## src/rtl/axis_position_emulator.sv

```systemverilog
`timescale 1ns/1ps
// axis_position_emulator
// Quadrature (A/B) sample source. Signed target positions arrive on an
// AXI4-Stream slave; an internal position counter walks toward each target
// one phase step at a time, and the {B, A} sample stream leaves on an
// AXI4-Stream master.
// Optional build macro: POSITION_EMU_RETARGET_EN. It accepts new targets
// while a move is in progress. When it is undefined, targets are taken
// only in IDLE.
module axis_position_emulator #(
   parameter int unsigned S_AXIS_TDATA_WIDTH = 16,
   parameter int unsigned M_AXIS_TDATA_WIDTH = 32
) (
   input  logic                            aclk,
   input  logic                            areset,
   input  logic [M_AXIS_TDATA_WIDTH/2-1:0] low_level,
   input  logic [M_AXIS_TDATA_WIDTH/2-1:0] high_level,
   input  logic [15:0]                     step_div,
   input  logic                            S_AXIS_tvalid,
   input  logic [S_AXIS_TDATA_WIDTH-1:0]   S_AXIS_tdata,
   output logic                            S_AXIS_tready,
   input  logic                            M_AXIS_tready,
   output logic                            M_AXIS_tvalid,
   output logic [M_AXIS_TDATA_WIDTH-1:0]   M_AXIS_tdata,
   output logic                            busy
);

   localparam int unsigned HALF_W = M_AXIS_TDATA_WIDTH / 2;
   localparam int unsigned POS_W  = S_AXIS_TDATA_WIDTH;
   localparam int unsigned DIV_W  = 16;

   typedef enum logic {IDLE = 1'b0, MOVE = 1'b1} state_t;

   state_t            state;
   logic [POS_W-1:0]  position;
   logic [POS_W-1:0]  target;
   logic [1:0]        phase;
   logic [DIV_W-1:0]  divider;

   logic [DIV_W-1:0]  div_last_c;
   logic              s_hs_c;
   logic              step_c;
   logic              fwd_c;
   logic              done_c;
   logic [POS_W-1:0]  step_pos_c;
   logic [1:0]        step_phase_c;
   logic [HALF_W-1:0] a_lvl_c;
   logic [HALF_W-1:0] b_lvl_c;

   // Step-rate compare, step direction and move-completion decode
   always_comb begin
      done_c       = 1'b0;
      div_last_c   = (step_div == '0) ? '0 : step_div - DIV_W'(1);
      s_hs_c       = S_AXIS_tvalid && S_AXIS_tready;
      step_c       = (state == MOVE) && M_AXIS_tready && (divider == div_last_c);
      fwd_c        = $signed(target) > $signed(position);
      step_pos_c   = fwd_c ? position + POS_W'(1) : position - POS_W'(1);
      step_phase_c = fwd_c ? phase + 2'd1 : phase - 2'd1;
`ifdef POSITION_EMU_RETARGET_EN
      // A step in the same cycle as a retarget moves toward the old target
      // but completes against the new one.
      if (step_c) begin
         done_c = (step_pos_c == (s_hs_c ? S_AXIS_tdata : target));
      end else begin
         done_c = (state == MOVE) && s_hs_c && (S_AXIS_tdata == position);
      end
`else
      done_c = step_c && (step_pos_c == target);
`endif
   end

   // Phase to channel level map: A high in phases 1 and 2, B high in 2 and 3
   always_comb begin
      a_lvl_c = (phase[0] ^ phase[1]) ? high_level : low_level;
      b_lvl_c = phase[1] ? high_level : low_level;
   end

   // Move FSM, position/phase counters and registered stream outputs
   always_ff @(posedge aclk or posedge areset) begin
      if (areset) begin
         state         <= IDLE;
         position      <= '0;
         target        <= '0;
         phase         <= '0;
         divider       <= '0;
         S_AXIS_tready <= 1'b0;
         M_AXIS_tvalid <= 1'b0;
         M_AXIS_tdata  <= '0;
         busy          <= 1'b0;
      end else begin
         M_AXIS_tvalid <= 1'b1;
         // Sample register only advances when the consumer takes the word
         if (!M_AXIS_tvalid || M_AXIS_tready) begin
            M_AXIS_tdata <= {b_lvl_c, a_lvl_c};
         end
         case (state)
            IDLE: begin
               S_AXIS_tready <= 1'b1;
               divider       <= '0;
               if (s_hs_c) begin
                  target <= S_AXIS_tdata;
                  if (S_AXIS_tdata != position) begin
                     state <= MOVE;
                     busy  <= 1'b1;
`ifndef POSITION_EMU_RETARGET_EN
                     S_AXIS_tready <= 1'b0;
`endif
                  end
               end
            end
            MOVE: begin
               // Divider freezes under output backpressure
               if (M_AXIS_tready) begin
                  divider <= step_c ? '0 : divider + DIV_W'(1);
               end
               if (step_c) begin
                  position <= step_pos_c;
                  phase    <= step_phase_c;
               end
`ifdef POSITION_EMU_RETARGET_EN
               if (s_hs_c) begin
                  target <= S_AXIS_tdata;
               end
`endif
               if (done_c) begin
                  state         <= IDLE;
                  busy          <= 1'b0;
                  S_AXIS_tready <= 1'b1;
               end
            end
            default: state <= IDLE;
         endcase
      end
   end

endmodule

```

## config.mk

```make
export PLATFORM = sky130hd
export DESIGN_NAME = axis_position_emulator
export DESIGN_NICKNAME = d
export VERILOG_FILES = /design/src/rtl/axis_position_emulator.sv
export SDC_FILE = /design/constraint.sdc
export NUM_CORES = 1
export LEC_CHECK = 0
export CAP_MARGIN = 20
export CELL_PAD_IN_SITES_DETAIL_PLACEMENT = 1
export CELL_PAD_IN_SITES_GLOBAL_PLACEMENT = 1
export CORE_ASPECT_RATIO = 0.7
export CORE_MARGIN = 4
export CORE_UTILIZATION = 38
export CTS_CLUSTER_SIZE = 28
export DETAILED_ROUTE_END_ITERATION = 12
export PLACE_DENSITY = 0.84
export SLEW_MARGIN = 20
export SYNTH_ARGS = -nofsm -noshare
export SYNTH_HDL_FRONTEND = slang
export SYNTH_SLANG_ARGS = --single-unit
```

## constraint.sdc

```tcl
create_clock -name aclk -period 5.48 [get_ports aclk]
set_input_delay 1.37 -clock aclk [delete_from_list [all_inputs] [get_ports aclk]]
set_output_delay 1.37 -clock aclk [all_outputs]
set_load 0.03 [all_outputs]
```

==> flow_summary_export.csv <==
group,metric,value,unit
cts,cts_buffer_depth,2,
floorplan,rows,39,
cells_and_area,fin_cells,1052,
cts,post-cts-setup-buffers,0,
timing,slew_headroom,0.270,
critical_path,crit_fanout,13,
synthesis,synth_edf_count,0,
floorplan,dieArea,0.0195,mm²
critical_path,crit_type,"reg2reg",
timing,finClkSkew,0.00900,ns
floorplan,die_h,118,µm
grt,antenna_found_initial,0,
grt,grt_overflow_total,0,
cts,post_cts_resized,0,
synthesis,syn_nets,837,
floorplan,initial_core_util,0.395,
cells_and_area,fin_area,0.00819,mm²
critical_path,arrival,5.31,ns
cells_and_area,fin_nets,926,
placed_design,dp_hpwl,16300,µm
cells_and_area,syn_to_final_growth,24.7,%
synthesis,ys_types,70,
synthesis,synthArstFlopShare,1.00,
power_and_ir_drop,peakVddDrop,136,µV
timing,timing.fmax,197,MHz
detailed_routing,drt-total-wl,21500,µm
detailed_routing,vias,6090,
cts,clock_latency,0.35,ns
timing,finalHoldViolCount,0,
floorplan,die_width,165,µm
detailed_routing,first_pass_iters,5,
timing,hold_ws,0.487,ns
placed_design,dp_cells,1031,
cts,htree_levels,3,
placed_design,place.gp.congestion,0.908,
timing,rsz0062_at_grt,"false",
critical_path,cp.required,5.71,ns
cts,cts_tree,"built",
detailed_routing,routedWlPerCell,20.4,µm
placed_design,port_buffers,102,
cts,cts_buffers,9,
floorplan,ios,103,
cells_and_area,num-fill-cells,1895,
synthesis,yosysWarnings,0,
grt,grt_first_pass_wirelength,34800,µm
critical_path,crit_path_end_kind,"flop",
detailed_routing,drtIter0Drc,445,
power_and_ir_drop,leakage,3.48,nW
grt,grt.total_usage,0.221,
timing,fin_tns_setup,0,ns
synthesis,yosys_most_used_dff,"dfrtp_1",
timing,slew_viol_final,0,
power_and_ir_drop,p_per_area,202,mW/mm²
critical_path,startpoint_type,"flop",
cells_and_area,final_core_util,0.492,
cells_and_area,multiInputGateArea,0.00418,mm²
cts,cts_hold_buf,0,
timing,final-setup-viol-count,0,
detailed_routing,ant_nets,0,
detailed_routing,viasPerCell,5.79,
timing,worstMarginPinSlew,1.09,ns
synthesis,yosys_register_bits,86,
critical_path,slowest_stage,"or4_1",
grt,grt_pass1_vias,6355,
timing,period_share,0.925,
cts,path_clk_slew,0.07,ns
status,status,"finished, final reports clean",
floorplan,coreArea,0.0166,mm²
critical_path,cp_cell_sequence,"inv_1 > ha_1 > nand4_1 > or4_1 > a21oi_1 > nor4_1 > o22ai_2 > buf_4 > ha_1 > and2_1 > a32o_1 > a21o_1 > or3_1 > o211a_1 > and4_1 > and4_1 > a21bo_1",
cells_and_area,diodes,0,
critical_path,slowest_delay,0.59,ns
cts,cts.sinks,86,
run,drv_cap,0,
synthesis,ys_seq_area_frac,0.327,
cells_and_area,drive_gt1_frac,0.100,
placed_design,place_area,0.00782,mm²
synthesis,syn_area,0.00657,mm²
timing,finalCriticalPeriod,5.07,ns
cts,clock-root-buffer,"clkbuf_16",
grt,grt_max_degree,65,
cells_and_area,ff_latch_area,0.00215,mm²
detailed_routing,drcViolationCount,0,
synthesis,postSynthAreaPerCell,8.97,µm²
synthesis,syn_inst,733,
hold_path,hold_class,"reg2reg",
## worst max-delay path, delay by kind of cell (launching register included)
| family | cells | cell delay (ns) |
|---|---|---|
| buffers and inverters | 2 | 0.42 |
| flip-flops | 1 | 0.42 |
| AND/OR/NAND/NOR | 7 | 1.97 |
| adder cells (fa/ha/maj) | 2 | 0.72 |
| AO/OA/AOI/OAI | 6 | 1.44 |
## stage by stage
| stage | total power, mW | setup slack [ns] |
|---|---|---|
| detailed placement | 1.02 | 0.115 |
| finish | 1.66 | 0.410 |
| CTS | 1.67 | 0.409 |
| global route | 1.74 | 0.109 |
| global placement | 1.01 | 0.167 |
| floorplan | 0.869 | 0.406 |
## power by group
part / switching, mW / leakage (nW) / internal (mW)
combinational: 0.165 / 2.21 / 0.135
sequential: 0.0423 / 1.12 / 0.669
clock: 0.282 / 0.149 / 0.363
total: 0.489 / 3.48 / 1.17
## layout by cell type (no fill, tap or decap), types with 30 or more instances in the layout
cell / instances
a21oi_1: 42
clkdlybuf4s50_1: 102
dfrtp_1: 86
ha_1: 35
mux2i_1: 40
nand2_1: 71
nor2_1: 31
o21ai_0: 58
xnor2_1: 30
## sequential cells by signal, summed over array words and instances (netlist names)
| name | flops |
|---|---|
| target | 16 |
| state | 1 |
| divider | 16 |
| busy | 1 |
| M_AXIS_tdata | 32 |
| S_AXIS_tready | 1 |
| M_AXIS_tvalid | 1 |
| phase | 2 |
| position | 16 |
## kinds of logic after synthesis
group | count (synthesis) | synth area share
simple gates | 244 | 0.204
compound gates | 176 | 0.169
flops | 86 | 0.327
buf+inv | 67 | 0.0404
mux | 65 | 0.105
xor+xnor | 58 | 0.0838
fa+ha+maj | 36 | 0.0697
other cells | 1 | 0.000571
## routing by layer
layer	GRT usage	wire [µm]	up-vias
met3	0.0483	1670	36
li1	-	-	2838
met1	0.323	10100	3019
met4	0.0519	405	0
met2	0.333	9320	197
met5	0	0	-
## Yosys cell counts (4+ instances only)
cell type | instances | area (µm²)
nor3b_1 | 4 | 30.0
or4_1 | 8 | 60.1
ha_1 | 35 | 438
clkbuf_1 | 31 | 116
nand3b_1 | 4 | 30.0
nand4_1 | 11 | 68.8
o21ai_0 | 58 | 290
nor4b_1 | 4 | 35.0
mux2_2 | 22 | 248
a2111oi_0 | 4 | 35.0
o21a_1 | 5 | 37.5
a21oi_1 | 42 | 210
dfrtp_1 | 86 | 2150
nor4_1 | 10 | 62.6
o211ai_1 | 8 | 60.1
or3_1 | 18 | 113
o22ai_1 | 4 | 25.0
or2_2 | 5 | 31.3
xor2_1 | 25 | 219
nor3_1 | 14 | 70.1
buf_2 | 5 | 25.0
nor2_1 | 32 | 120
nor2b_1 | 10 | 62.6
mux2i_1 | 40 | 400
inv_1 | 26 | 97.6
xnor2_1 | 30 | 263
a211oi_1 | 6 | 45.0
buf_1 | 4 | 15.0
and2_1 | 5 | 31.3
nand2_1 | 71 | 267
nand3_1 | 25 | 125
a21o_1 | 23 | 173
## final cells by class
| class | count | share of cell area |
|---|---|---|
| well taps | 225 | 0.0344 |
| clock inverters | 7 | 0.0102 |
| inverters | 26 | 0.0121 |
| flip-flops and latches | 86 | 0.263 |
| multi-input cells | 580 | 0.510 |
| clock buffers | 9 | 0.0275 |
| repair buffers | 119 | 0.143 |
## worst paths after layout
path                                         startpoint                            to  slack, ns  cells past startpoint
setup / recovery               position[15]$_DFFE_PP0P_     S_AXIS_tready$_DFFE_PP0P_       0.41                     17
hold / removal             M_AXIS_tdata[26]$_DFFE_PP0P_  M_AXIS_tdata[26]$_DFFE_PP0P_       0.49                      2
min in group asynchronous                        areset  M_AXIS_tdata[18]$_DFFE_PP0P_       1.33                      2
setup reg to reg               position[15]$_DFFE_PP0P_     S_AXIS_tready$_DFFE_PP0P_       0.41                     17
hold reg to reg            M_AXIS_tdata[26]$_DFFE_PP0P_  M_AXIS_tdata[26]$_DFFE_PP0P_       0.49                      2
max in group asynchronous                        areset          phase[1]$_DFFE_PP0P_       3.34                      3
No activity file was read; power rests on OpenSTA's default activity.
